===== src/rtl/gemclct_pkg.sv =====
`default_nettype none
// +--------------------------------------------------------------------------+
// | gemclct_pkg                                                              |
// | Shared widths, FIFO entry layout and decoder FSM encoding.               |
// | Rev 1.0                                                                  |
// +--------------------------------------------------------------------------+
package gemclct_pkg;

  localparam int CAND_N  = 8;
  localparam int WIN_W   = 3;
  localparam int PRI_W   = 10;
  localparam int XKY_W   = 10;
  localparam int ENTRY_W = WIN_W + PRI_W + XKY_W;

  typedef enum logic [0:0] {
    IDLE = 1'b0,
    DEAD = 1'b1
  } state_e;

  function automatic logic [CAND_N-1:0] win_onehot(input logic [WIN_W-1:0] win);
    return CAND_N'(1) << win;
  endfunction

endpackage
`default_nettype wire


===== src/rtl/gemclct_sfifo.sv =====
`default_nettype none
// +--------------------------------------------------------------------------+
// | gemclct_sfifo                                                            |
// | Show-ahead synchronous FIFO, async reset, sticky overflow on drop.       |
// | Rev 1.0                                                                  |
// +--------------------------------------------------------------------------+
module gemclct_sfifo #(
  parameter int WIDTH = 23,
  parameter int DEPTH = 4
) (
  input  logic                     clk_i,
  input  logic                     rst_i,
  input  logic                     wr_en_i,
  input  logic [WIDTH-1:0]         wr_data_i,
  input  logic                     rd_en_i,
  output logic [WIDTH-1:0]         rd_data_o,
  output logic                     empty_o,
  output logic                     full_o,
  output logic [$clog2(DEPTH):0]   cnt_o,
  output logic                     ovf_o
);

  localparam int AW = $clog2(DEPTH);

  logic [WIDTH-1:0] mem_q [DEPTH];
  logic [AW-1:0]    wptr_q, rptr_q;
  logic [AW:0]      cnt_q;
  logic             ovf_q;

  logic             empty_w, full_w, do_rd_w, do_wr_w;

  assign empty_w = (cnt_q == '0);
  assign full_w  = (cnt_q == (AW+1)'(DEPTH));
  assign do_rd_w = rd_en_i && !empty_w;
  // A pop on the same edge frees the slot, so a full FIFO can still accept.
  assign do_wr_w = wr_en_i && (!full_w || do_rd_w);

  always_ff @(posedge clk_i or posedge rst_i) begin
    if (rst_i) begin
      wptr_q <= '0;
      rptr_q <= '0;
      cnt_q  <= '0;
      ovf_q  <= 1'b0;
    end else begin
      if (do_wr_w) wptr_q <= wptr_q + 1'b1;
      if (do_rd_w) rptr_q <= rptr_q + 1'b1;
      case ({do_wr_w, do_rd_w})
        2'b10:   cnt_q <= cnt_q + 1'b1;
        2'b01:   cnt_q <= cnt_q - 1'b1;
        default: cnt_q <= cnt_q;
      endcase
      if (wr_en_i && !do_wr_w) ovf_q <= 1'b1;
    end
  end

  always_ff @(posedge clk_i) begin
    if (do_wr_w) mem_q[wptr_q] <= wr_data_i;
  end

  assign rd_data_o = empty_w ? '0 : mem_q[rptr_q];
  assign empty_o   = empty_w;
  assign full_o    = full_w;
  assign cnt_o     = cnt_q;
  assign ovf_o     = ovf_q;

endmodule
`default_nettype wire


===== src/rtl/gemclct_win_decoder.sv =====
`default_nettype none
// +--------------------------------------------------------------------------+
// | gemclct_win_decoder                                                      |
// | Confirms the GEM-CLCT winner, applies pri cut and dead time, decodes the |
// | window to one-hot and buffers accepts. GEMCLCT_DEC_STATS_EN adds counts. |
// | Rev 1.0                                                                  |
// +--------------------------------------------------------------------------+
module gemclct_win_decoder
  import gemclct_pkg::*;
#(
  parameter int FIFO_DEPTH = 4,
  parameter int DEAD_W     = 4
) (
  input  logic                        clock,
  input  logic                        global_reset,
  input  logic                        best_vld,
  input  logic [CAND_N-1:0]           match_vpf,
  input  logic [WIN_W-1:0]            win_best,
  input  logic [PRI_W-1:0]            pri_best,
  input  logic [XKY_W-1:0]            gem_xky_best,
  input  logic [PRI_W-1:0]            pri_max,
  input  logic [DEAD_W-1:0]           dead_bx,
  output logic                        match_vld,
  output logic [CAND_N-1:0]           match_onehot,
  output logic [PRI_W-1:0]            match_pri,
  output logic [XKY_W-1:0]            match_xky,
  input  logic                        rd_en,
  output logic [ENTRY_W-1:0]          rd_data,
  output logic                        fifo_empty,
  output logic                        fifo_full,
  output logic [$clog2(FIFO_DEPTH):0] fifo_cnt,
  output logic                        fifo_ovf
`ifdef GEMCLCT_DEC_STATS_EN
  ,
  output logic [15:0]                 n_accept,
  output logic [15:0]                 n_reject
`endif
);

  state_e              state_q, state_d;
  logic [DEAD_W-1:0]   dead_q, dead_d;

  logic                accept_w;
  logic [ENTRY_W-1:0]  entry_w;

  logic                vld_q;
  logic [CAND_N-1:0]   onehot_q;
  logic [PRI_W-1:0]    pri_q;
  logic [XKY_W-1:0]    xky_q;

  always_ff @(posedge clock or posedge global_reset) begin
    if (global_reset) begin
      state_q <= IDLE;
      dead_q  <= '0;
    end else begin
      state_q <= state_d;
      dead_q  <= dead_d;
    end
  end

  always_comb begin
    state_d = state_q;
    dead_d  = dead_q;
    case (state_q)
      IDLE: begin
        if (accept_w && (dead_bx != '0)) begin
          state_d = DEAD;
          dead_d  = dead_bx;
        end
      end
      DEAD: begin
        // Leave on the 1->0 step; the <= also guards a stray zero count.
        if (dead_q <= DEAD_W'(1)) begin
          state_d = IDLE;
          dead_d  = '0;
        end else begin
          dead_d  = dead_q - 1'b1;
        end
      end
      default: begin
        state_d = IDLE;
        dead_d  = '0;
      end
    endcase
  end

  always_comb begin
    accept_w = best_vld && match_vpf[win_best] && (pri_best <= pri_max)
               && (state_q == IDLE);
    entry_w  = {win_best, pri_best, gem_xky_best};
  end

  always_ff @(posedge clock or posedge global_reset) begin
    if (global_reset) begin
      vld_q    <= 1'b0;
      onehot_q <= '0;
      pri_q    <= '0;
      xky_q    <= '0;
    end else if (accept_w) begin
      vld_q    <= 1'b1;
      onehot_q <= win_onehot(win_best);
      pri_q    <= pri_best;
      xky_q    <= gem_xky_best;
    end else begin
      vld_q    <= 1'b0;
      onehot_q <= '0;
      pri_q    <= '0;
      xky_q    <= '0;
    end
  end

  assign match_vld    = vld_q;
  assign match_onehot = onehot_q;
  assign match_pri    = pri_q;
  assign match_xky    = xky_q;

  gemclct_sfifo #(
    .WIDTH (ENTRY_W),
    .DEPTH (FIFO_DEPTH)
  ) u_fifo (
    .clk_i     (clock),
    .rst_i     (global_reset),
    .wr_en_i   (accept_w),
    .wr_data_i (entry_w),
    .rd_en_i   (rd_en),
    .rd_data_o (rd_data),
    .empty_o   (fifo_empty),
    .full_o    (fifo_full),
    .cnt_o     (fifo_cnt),
    .ovf_o     (fifo_ovf)
  );

`ifdef GEMCLCT_DEC_STATS_EN
  logic [15:0] n_accept_q, n_reject_q;

  // Rejects include valid cycles swallowed by the dead time.
  always_ff @(posedge clock or posedge global_reset) begin
    if (global_reset) begin
      n_accept_q <= '0;
      n_reject_q <= '0;
    end else begin
      if (accept_w && (n_accept_q != 16'hFFFF)) n_accept_q <= n_accept_q + 1'b1;
      if (best_vld && !accept_w && (n_reject_q != 16'hFFFF)) n_reject_q <= n_reject_q + 1'b1;
    end
  end

  assign n_accept = n_accept_q;
  assign n_reject = n_reject_q;
`endif

endmodule
`default_nettype wire


===== config.mk =====
export PLATFORM = sky130hd
export DESIGN_NAME = gemclct_win_decoder
export DESIGN_NICKNAME = d
export VERILOG_FILES = /design/src/rtl/gemclct_pkg.sv /design/src/rtl/gemclct_sfifo.sv /design/src/rtl/gemclct_win_decoder.sv
export SDC_FILE = /design/constraint.sdc
export NUM_CORES = 1
export LEC_CHECK = 0
export ABC_AREA = 0
export ABC_CLOCK_PERIOD_IN_PS = 2650
export CORE_ASPECT_RATIO = 2
export CORE_MARGIN = 2
export CORE_UTILIZATION = 35
export CTS_CLUSTER_SIZE = 20
export DETAILED_ROUTE_END_ITERATION = 7
export MAX_ROUTING_LAYER = met4
export PLACE_DENSITY = 0.62
export SYNTH_ARGS = -nofsm -noshare
export SYNTH_HDL_FRONTEND = slang
export SYNTH_HIERARCHICAL = 1
export SYNTH_SLANG_ARGS = --single-unit

===== constraint.sdc =====
create_clock -name clock -period 2.65 [get_ports clock]
set_clock_uncertainty 0.15 [all_clocks]
set_input_delay 0.3975 -clock clock [delete_from_list [all_inputs] [get_ports clock]]
set_output_delay 0.3975 -clock clock [all_outputs]
set_load 0.01 [all_outputs]

After elaboration in Yosys (flattened, before gate mapping)
Memory sizes are Yosys's and may differ from the RTL's.
Cells that the tools add are included.
{ "word_totals": {"memories": 1, "output_inout_bits": 58, "mem_bits_rw": 92, "inputBits": 49, "regBits": 42, "word_cells": 55} }
{ "classes": {"bitwise": 1, "n_eq_ne": 4, "mux": 16, "n_reduce_logical": 14, "n_addsub": 5, "n_shift": 1, "n_lt_le_gt_ge": 3} }
{ "mem_list": {"columns": ["name", "words", "width", "rd", "rd_ports_with_merged_regs", "wr", "line_no", "text"], "rows": [
  ["u_fifo.mem_q", 4, 23, 1, 0, 1, "gemclct_sfifo.sv:25", "logic [WIDTH-1:0] mem_q [DEPTH];"]
]} }
{ "op_table": {"columns": ["op", "n"], "rows": [
  ["$mux W23", 1],
  ["$mux W10", 2],
  ["$le A10 B10 Y1", 1],
  ["$mux W4", 2],
  ["$mux W8", 1],
  ["$pmux W4 S2", 1],
  ["$shl A1 B3 Y8 const A", 1],
  ["$logic_and A1 B1 Y1", 7],
  ["$mux W1", 6],
  ["$pmux W3 S2", 1],
  ["$add A2 B1 Y2 const B", 2],
  ["$le A4 B1 Y1 const B", 1],
  ["$lt A3 B4 Y1 const B", 1],
  ["$reduce_bool A4 Y1", 1],
  ["$sub A4 B1 Y4 const B", 1],
  ["$add A3 B1 Y3 const B", 1],
  ["$bmux W1 S3", 1],
  ["$eq A3 B3 Y1 const B", 1],
  ["$logic_not A1 Y1", 3],
  ["$logic_not A3 Y1", 1],
  ["$sub A3 B1 Y3 const B", 1],
  ["$eq A2 B1 Y1 const B", 1],
  ["$eq A2 B2 Y1 const B", 1],
  ["$ne A2 B2 Y1 const B", 1],
  ["4 further kinds", 4]
]} }

Logic depth before layout (Yosys ltp)
Gate-level depths: netlist (run 1).
{ "depth": {"depth_word": 8, "ltp_mapped": 13, "ltp_nobuf": 11} }

Cells and area by module
The synthesis (run 1) kept the hierarchy.
{ "modules_own_cells": {"columns": ["mod", "cells_per_inst", "instances", "area_each_um2", "seq_area_each_um2"], "rows": [
  ["gemclct_sfifo", 206, 1, 4195.3, 2962.8],
  ["gemclct_win_decoder", 144, 1, 1606.5, 850.8]
]} }

Worst setup path before layout (run 1)
OpenSTA, ideal clock, no wires.
{ "synth_timing": {"kind": "in2reg", "from": "input port pri_max[3]", "to": "memory u_fifo.mem_q[0][0] (enable)", "arrival_ps": 3140, "t_required_ps": 2118, "path_stages": 10, "setup_slack_ps": -1021, "cell_sequence": "inv_1 ha_1 a21o_1 a21o_1 a2111o_1 a211oi_2 clkbuf_1 buf_2 nor2b_2 and2_1"} }
{ "synth_via": {"elab_chain_len": 6} }
{ "synth_lines": {"columns": ["item", "line_no", "text"], "rows": [
  ["start: declaration", "gemclct_win_decoder.sv:21", "input logic [PRI_W-1:0] pri_max,"],
  ["$le A10 B10 Y1", "gemclct_win_decoder.sv:88", "accept_w = best_vld && match_vpf[win_best] && (pri_best <= pri_max)"],
  ["$logic_and A1 B1 Y1", "gemclct_win_decoder.sv:88", null],
  ["$logic_and A1 B1 Y1", "gemclct_win_decoder.sv:89", "&& (state_q == IDLE);"],
  ["net accept_w", "gemclct_win_decoder.sv:43", "logic accept_w;"],
  ["$logic_and A1 B1 Y1", "gemclct_sfifo.sv:36", "assign do_wr_w = wr_en_i && (!full_w || do_rd_w);"],
  ["$mux W1", "gemclct_sfifo.sv:57", "if (do_wr_w) mem_q[wptr_q] <= wr_data_i;"],
  ["$mux W1 (implied by the code)", "gemclct_sfifo.sv:57", null],
  ["end: declaration", "gemclct_sfifo.sv:25", null]
]} }
The timed path passes the listed nets, and every way through them passes these cells.

Worst setup path after layout (run 1)
{ "layout_timing": {"from": "input port pri_max[3]", "to": "memory u_fifo.mem_q[0][11] (enable)"} }
{ "layout_via": {"elab_chain_len": 6} }
{ "layout_lines": {"columns": ["item", "line_no"], "rows": [
  ["$le A10 B10 Y1", "gemclct_win_decoder.sv:88"],
  ["$logic_and A1 B1 Y1", "gemclct_win_decoder.sv:88"],
  ["$logic_and A1 B1 Y1", "gemclct_win_decoder.sv:89"],
  ["$logic_and A1 B1 Y1", "gemclct_sfifo.sv:36"],
  ["$mux W1", "gemclct_sfifo.sv:57"],
  ["$mux W1 (implied by the code)", "gemclct_sfifo.sv:57"]
]} }
Every way passes these cells.

==> run_summary.xml, run 1 <==
<?xml version="1.0" encoding="UTF-8"?>
<metrics>
  <group name="detailed_routing">
    <metric name="detailedRoute.firstIterationViolations" unit="">247</metric>
    <metric name="dr.pass1.iters" unit="">4</metric>
    <metric name="vias" unit="">3581</metric>
    <metric name="drt_wl_total" unit="mm">14.19</metric>
    <metric name="detail-route-antenna-nets" unit="">0</metric>
    <metric name="wl_per_instance" unit="um">19.33</metric>
    <metric name="vias_per_cell" unit="">4.879</metric>
    <metric name="drc_markers" unit="">0</metric>
  </group>
  <group name="global_route">
    <metric name="grt_max_degree" unit="">35</metric>
    <metric name="antenna_found_initial" unit="">0</metric>
    <metric name="grt_overflow_total" unit="">0</metric>
    <metric name="track_usage" unit="%">17.03</metric>
    <metric name="number_of_global_route_vias_before_repair" unit="">3819</metric>
    <metric name="first_pass_grt_wire_length" unit="mm">21.06</metric>
  </group>
  <group name="logic_synthesis">
    <metric name="syn-mean-instance-area" unit="um^2">16.58</metric>
    <metric name="synth.net_count" unit="">416</metric>
    <metric name="synth_top_family_by_area" unit="">simple AND/OR/NAND/NOR gates</metric>
    <metric name="synth-async-reset-ratio" unit="%">31.34</metric>
    <metric name="synth_area" unit="um^2">5802</metric>
    <metric name="synthAdderAreaFrac" unit="%">3.796</metric>
    <metric name="synth_cell_types" unit="">55</metric>
    <metric name="post_synth_mux_area_share" unit="%">10.35</metric>
    <metric name="ys_seq_elements" unit="">134</metric>
    <metric name="synth_edf_count" unit="">92</metric>
    <metric name="synth_xor_xnor_area_share" unit="%">1.057</metric>
    <metric name="synth_seq_area_share" unit="%">65.73</metric>
    <metric name="postSynth.topFlopCell" unit="">sky130_fd_sc_hd__edfxtp_1</metric>
    <metric name="cells_after_synth" unit="">350</metric>
    <metric name="synth_simple_gate_area_share" unit="%">11.73</metric>
    <metric name="synth-compound-area-share" unit="%">3.925</metric>
    <metric name="synth.yosys.warnings" unit="">6</metric>
  </group>
  <group name="sta">
    <metric name="fmax" unit="MHz">368.3</metric>
    <metric name="post_route_worst_setup_slack" unit="ns">-0.06523</metric>
    <metric name="finalWorstPathRequiredPeriod" unit="ns">2.715</metric>
    <metric name="finalMaxSlewViolations" unit="">0</metric>
    <metric name="finalHoldViolations" unit="">0</metric>
    <metric name="rsz0062_at_grt" unit="">true</metric>
    <metric name="relSlewSlack" unit="%">44.59</metric>
    <metric name="finalSetupViolCount" unit="">34</metric>
    <metric name="layout_worst_path_cycle_share" unit="%">102.5</metric>
    <metric name="worstMarginPinSlew" unit="ns">0.8299</metric>
  </group>
  <group name="critical_path">
    <metric name="critPathRequiredTime" unit="ns">2.63</metric>
    <metric name="rr_startpoint" unit="">u_fifo/cnt_o[1]</metric>
    <metric name="criticalPathCategory" unit="">primary input to flop</metric>
    <metric name="startpoint_type_of_the_worst_setup_path" unit="">primary input</metric>
    <metric name="reg2reg_to" unit="">u_fifo/cnt_o[2]</metric>
    <metric name="arrival_time_reported_for_the_critical_path_endpoint" unit="ns">2.70</metric>
    <metric name="cell_chain_of_the_critical_path" unit="">buf_12, inv_12, ha_4, a21o_1, a21o_1, a2111o_1, a211oi_4, nor2b_4, buf_12, and2_4, clkbuf_16</metric>
    <metric name="setup.worst_path.end_class" unit="">flop</metric>
    <metric name="critical_path_peak_fanout" unit="">5</metric>
    <metric name="critPathSlowestCell" unit="">sky130_fd_sc_hd__a2111o_1</metric>
    <metric name="path_buf_inv" unit="">4</metric>
    <metric name="reg2regPathDepth" unit="">9</metric>
    <metric name="timing.critical_path.slowest_cell_delay" unit="ns">0.49</metric>
    <metric name="cp_top_family" unit="">compound AO/OA/AOI/OAI gates</metric>
    <metric name="worst-r2r-setup-slack" unit="ns">0.25</metric>
  </group>
  <group name="worst_hold_path">
    <metric name="timing.hold.worst.class" unit="">primary input to flop</metric>
    <metric name="worst_hold_startpoint" unit="">pri_best[2]</metric>
    <metric name="timing.hold.worst_endpoint" unit="">u_fifo/mem_q[1][12]</metric>
    <metric name="hold-path-cell-count" unit="">1</metric>
  </group>
  <group name="floorplan">
    <metric name="die_y" unit="um">186.1</metric>
    <metric name="die_width" unit="um">95.04</metric>
    <metric name="fp.dieArea" unit="um^2">17690</metric>
    <metric name="floorplan.initialDensity" unit="%">35.66</metric>
    <metric name="core_area" unit="um^2">16270</metric>
    <metric name="top_level_ports" unit="">107</metric>
    <metric name="fp-row-count" unit="">66</metric>
  </group>
  <group name="finish">
    <metric name="layout.cells.most_common" unit="">sky130_fd_sc_hd__edfxtp_1</metric>
    <metric name="area.growth.synth_to_final" unit="%">46.97</metric>
    <metric name="area_occupied_by_multi_input_gates" unit="um^2">1968</metric>
    <metric name="finished_cell_area" unit="um^2">8527</metric>
    <metric name="most-common-layout-cells" unit="">sky130_fd_sc_hd__edfxtp_1 (92), sky130_fd_sc_hd__clkdlybuf4s50_1 (53), sky130_fd_sc_hd__dfrtp_1 (41)</metric>
    <metric name="regArea" unit="um^2">3815</metric>
    <metric name="nNetsFinal" unit="">583</metric>
    <metric name="post_route_cells_drive_above_1_share" unit="%">32.83</metric>
    <metric name="diodes" unit="">0</metric>
    <metric name="layout.cells.non_filler" unit="">734</metric>
    <metric name="fill_cells" unit="">1320</metric>
  </group>
  <group name="status">
    <metric name="violations" unit="">setup timing</metric>
    <metric name="status" unit="">finished, violations left</metric>
  </group>
  <group name="place">
    <metric name="hpwlAfterDp" unit="mm">9.175</metric>
    <metric name="gp_congestion" unit="">0.7587</metric>
    <metric name="dp_cells" unit="">685</metric>
    <metric name="numPortBuffers" unit="">106</metric>
    <metric name="placement.cell_area" unit="um^2">7473</metric>
  </group>
  <group name="flow_run">
    <metric name="cap_violations" unit="">0</metric>
  </group>
  <group name="clocking">
    <metric name="cts_inserted_buffers" unit="">17</metric>
    <metric name="clock-root-buffer" unit="">sky130_fd_sc_hd__clkbuf_16</metric>
    <metric name="cts_tree" unit="">yes</metric>
    <metric name="numClockSinks" unit="">134</metric>
    <metric name="clock_insertion_delay_worst_skew" unit="ns">0.41</metric>
    <metric name="htree_num_levels" unit="">4</metric>
    <metric name="clk_transition_reported_paths" unit="ns">0.06</metric>
    <metric name="post_cts_hold_buffer_count" unit="">0</metric>
    <metric name="cts_max_path_bufs" unit="">2</metric>
  </group>
  <group name="pwr">
    <metric name="leakage" unit="nW">3.427</metric>
    <metric name="vdd.ir_drop.worst" unit="uV">438.4</metric>
    <metric name="power_density" unit="nW/um^2">949.8</metric>
  </group>
</metrics>
layout make-up:
class                   count  share of cell area (%)
flip-flops and latches    134                   44.74
multi-input cells         179                   23.08
repair buffers            165                   21.19
clock buffers              18                   5.033
well taps                 204                   2.993
clock inverters            14                   1.937
inverters                  20                   1.027
cells in the mapped netlist, types with 6 or more instances:
| library cell | instances | area share, % |
|---|---|---|
| sky130_fd_sc_hd__ha_1 | 16 | 3.5 |
| sky130_fd_sc_hd__nand2_1 | 8 | 0.52 |
| sky130_fd_sc_hd__nor2b_1 | 10 | 1.1 |
| sky130_fd_sc_hd__nor3_1 | 6 | 0.52 |
| sky130_fd_sc_hd__and2_1 | 24 | 2.6 |
| sky130_fd_sc_hd__mux4_2 | 21 | 8.2 |
| sky130_fd_sc_hd__a21oi_1 | 8 | 0.69 |
| sky130_fd_sc_hd__dfrtp_1 | 42 | 18 |
| sky130_fd_sc_hd__nor2_1 | 12 | 0.78 |
| sky130_fd_sc_hd__edfxtp_1 | 92 | 48 |
| sky130_fd_sc_hd__inv_1 | 20 | 1.3 |
| sky130_fd_sc_hd__nor2b_4 | 12 | 2.8 |
report_power, final:
group	switching (mW)	internal, mW	total (mW)
Sequential	0.166	2.48	2.64
Combinational	1.40	1.72	3.12
Clock	0.921	1.41	2.33
cell families after synthesis:
group                      after synthesis
DFF                                    134
and+or+nand+nor                         96
buffers and inverters                   37
AOI/OAI and AO/OA                       32
muxes                                   27
adders and majority gates               17
xor gates and xnor gates                 7
flip-flops by register name (all words and copies together), names as in the netlist:
register,cells
u_fifo/mem_q,92
match_pri,10
match_xky,10
match_onehot,8
dead_q,4
u_fifo/cnt_o,3
u_fifo/rptr_q,2
u_fifo/wptr_q,2
match_vld,1
state_q,1
u_fifo/ovf_o,1
how the worst max path moves through the flow:
stage / slack [ns] / cells past startpoint / endpoint / startpoint
CTS: -0.13 / 12 / u_fifo/mem_q[0][14] / pri_max[3]
finish: -0.07 / 11 / u_fifo/mem_q[0][11] / pri_max[3]
global route: -0.12 / 11 / u_fifo/mem_q[0][8] / pri_max[3]
global placement: -0.80 / 12 / u_fifo/cnt_o[2] / pri_max[3]
floorplan: -0.36 / 12 / u_fifo/cnt_o[2] / win_best[0]
detailed placement: -0.86 / 12 / u_fifo/cnt_o[2] / pri_max[3]
per-layer routing:
metal | share of wire [%] | global-route usage (%) | up-vias
li1 | - | - | 1642
met1 | 35 | 17.78 | 1825
met2 | 60 | 31.09 | 94
met3 | 3.1 | 3.198 | 20
met4 | 2.2 | 6.493 | 0
met5 | 0 | - | -
repair_timing:
item,in CTS,in global routing
endpoints found under the setup margin,150,104
setup buffers,7,1
cloned,4,7
gates resized for setup,85,33
pin swaps,12,13
metrics by stage:
| step | hold slack, ns | power, mW | utilization, % | setup slack [ns] | TNS (ns) |
|---|---|---|---|---|---|
| floorplan | 0.06316 | 4.407 | - | -0.3576 | -24.86 |
| CTS | 0.08857 | 8.088 | 51.40 | -0.1260 | -5.989 |
| global route | 0.08211 | 8.502 | 52.42 | -0.1185 | -4.296 |
| finish | 0.1046 | 8.099 | 52.42 | -0.06523 | -0.9171 |
| detailed placement | 0.3008 | 5.665 | 45.94 | -0.8638 | -95.53 |
| global placement | 0.2971 | 5.592 | 45.94 | -0.7983 | -90.66 |
No activity file was read; power rests on OpenSTA's default activity.
==> run 2, diff against run 1 <==
--- a/config.mk
+++ b/config.mk
@@ -7,6 +7,7 @@
 export LEC_CHECK = 0
 export ABC_AREA = 0
 export ABC_CLOCK_PERIOD_IN_PS = 2650
+export CAP_MARGIN = 20
 export CORE_ASPECT_RATIO = 2
 export CORE_MARGIN = 2
 export CORE_UTILIZATION = 35
==> results of run 2 <==
The final DEF is identical to that of run 1; final timing and power are the same.
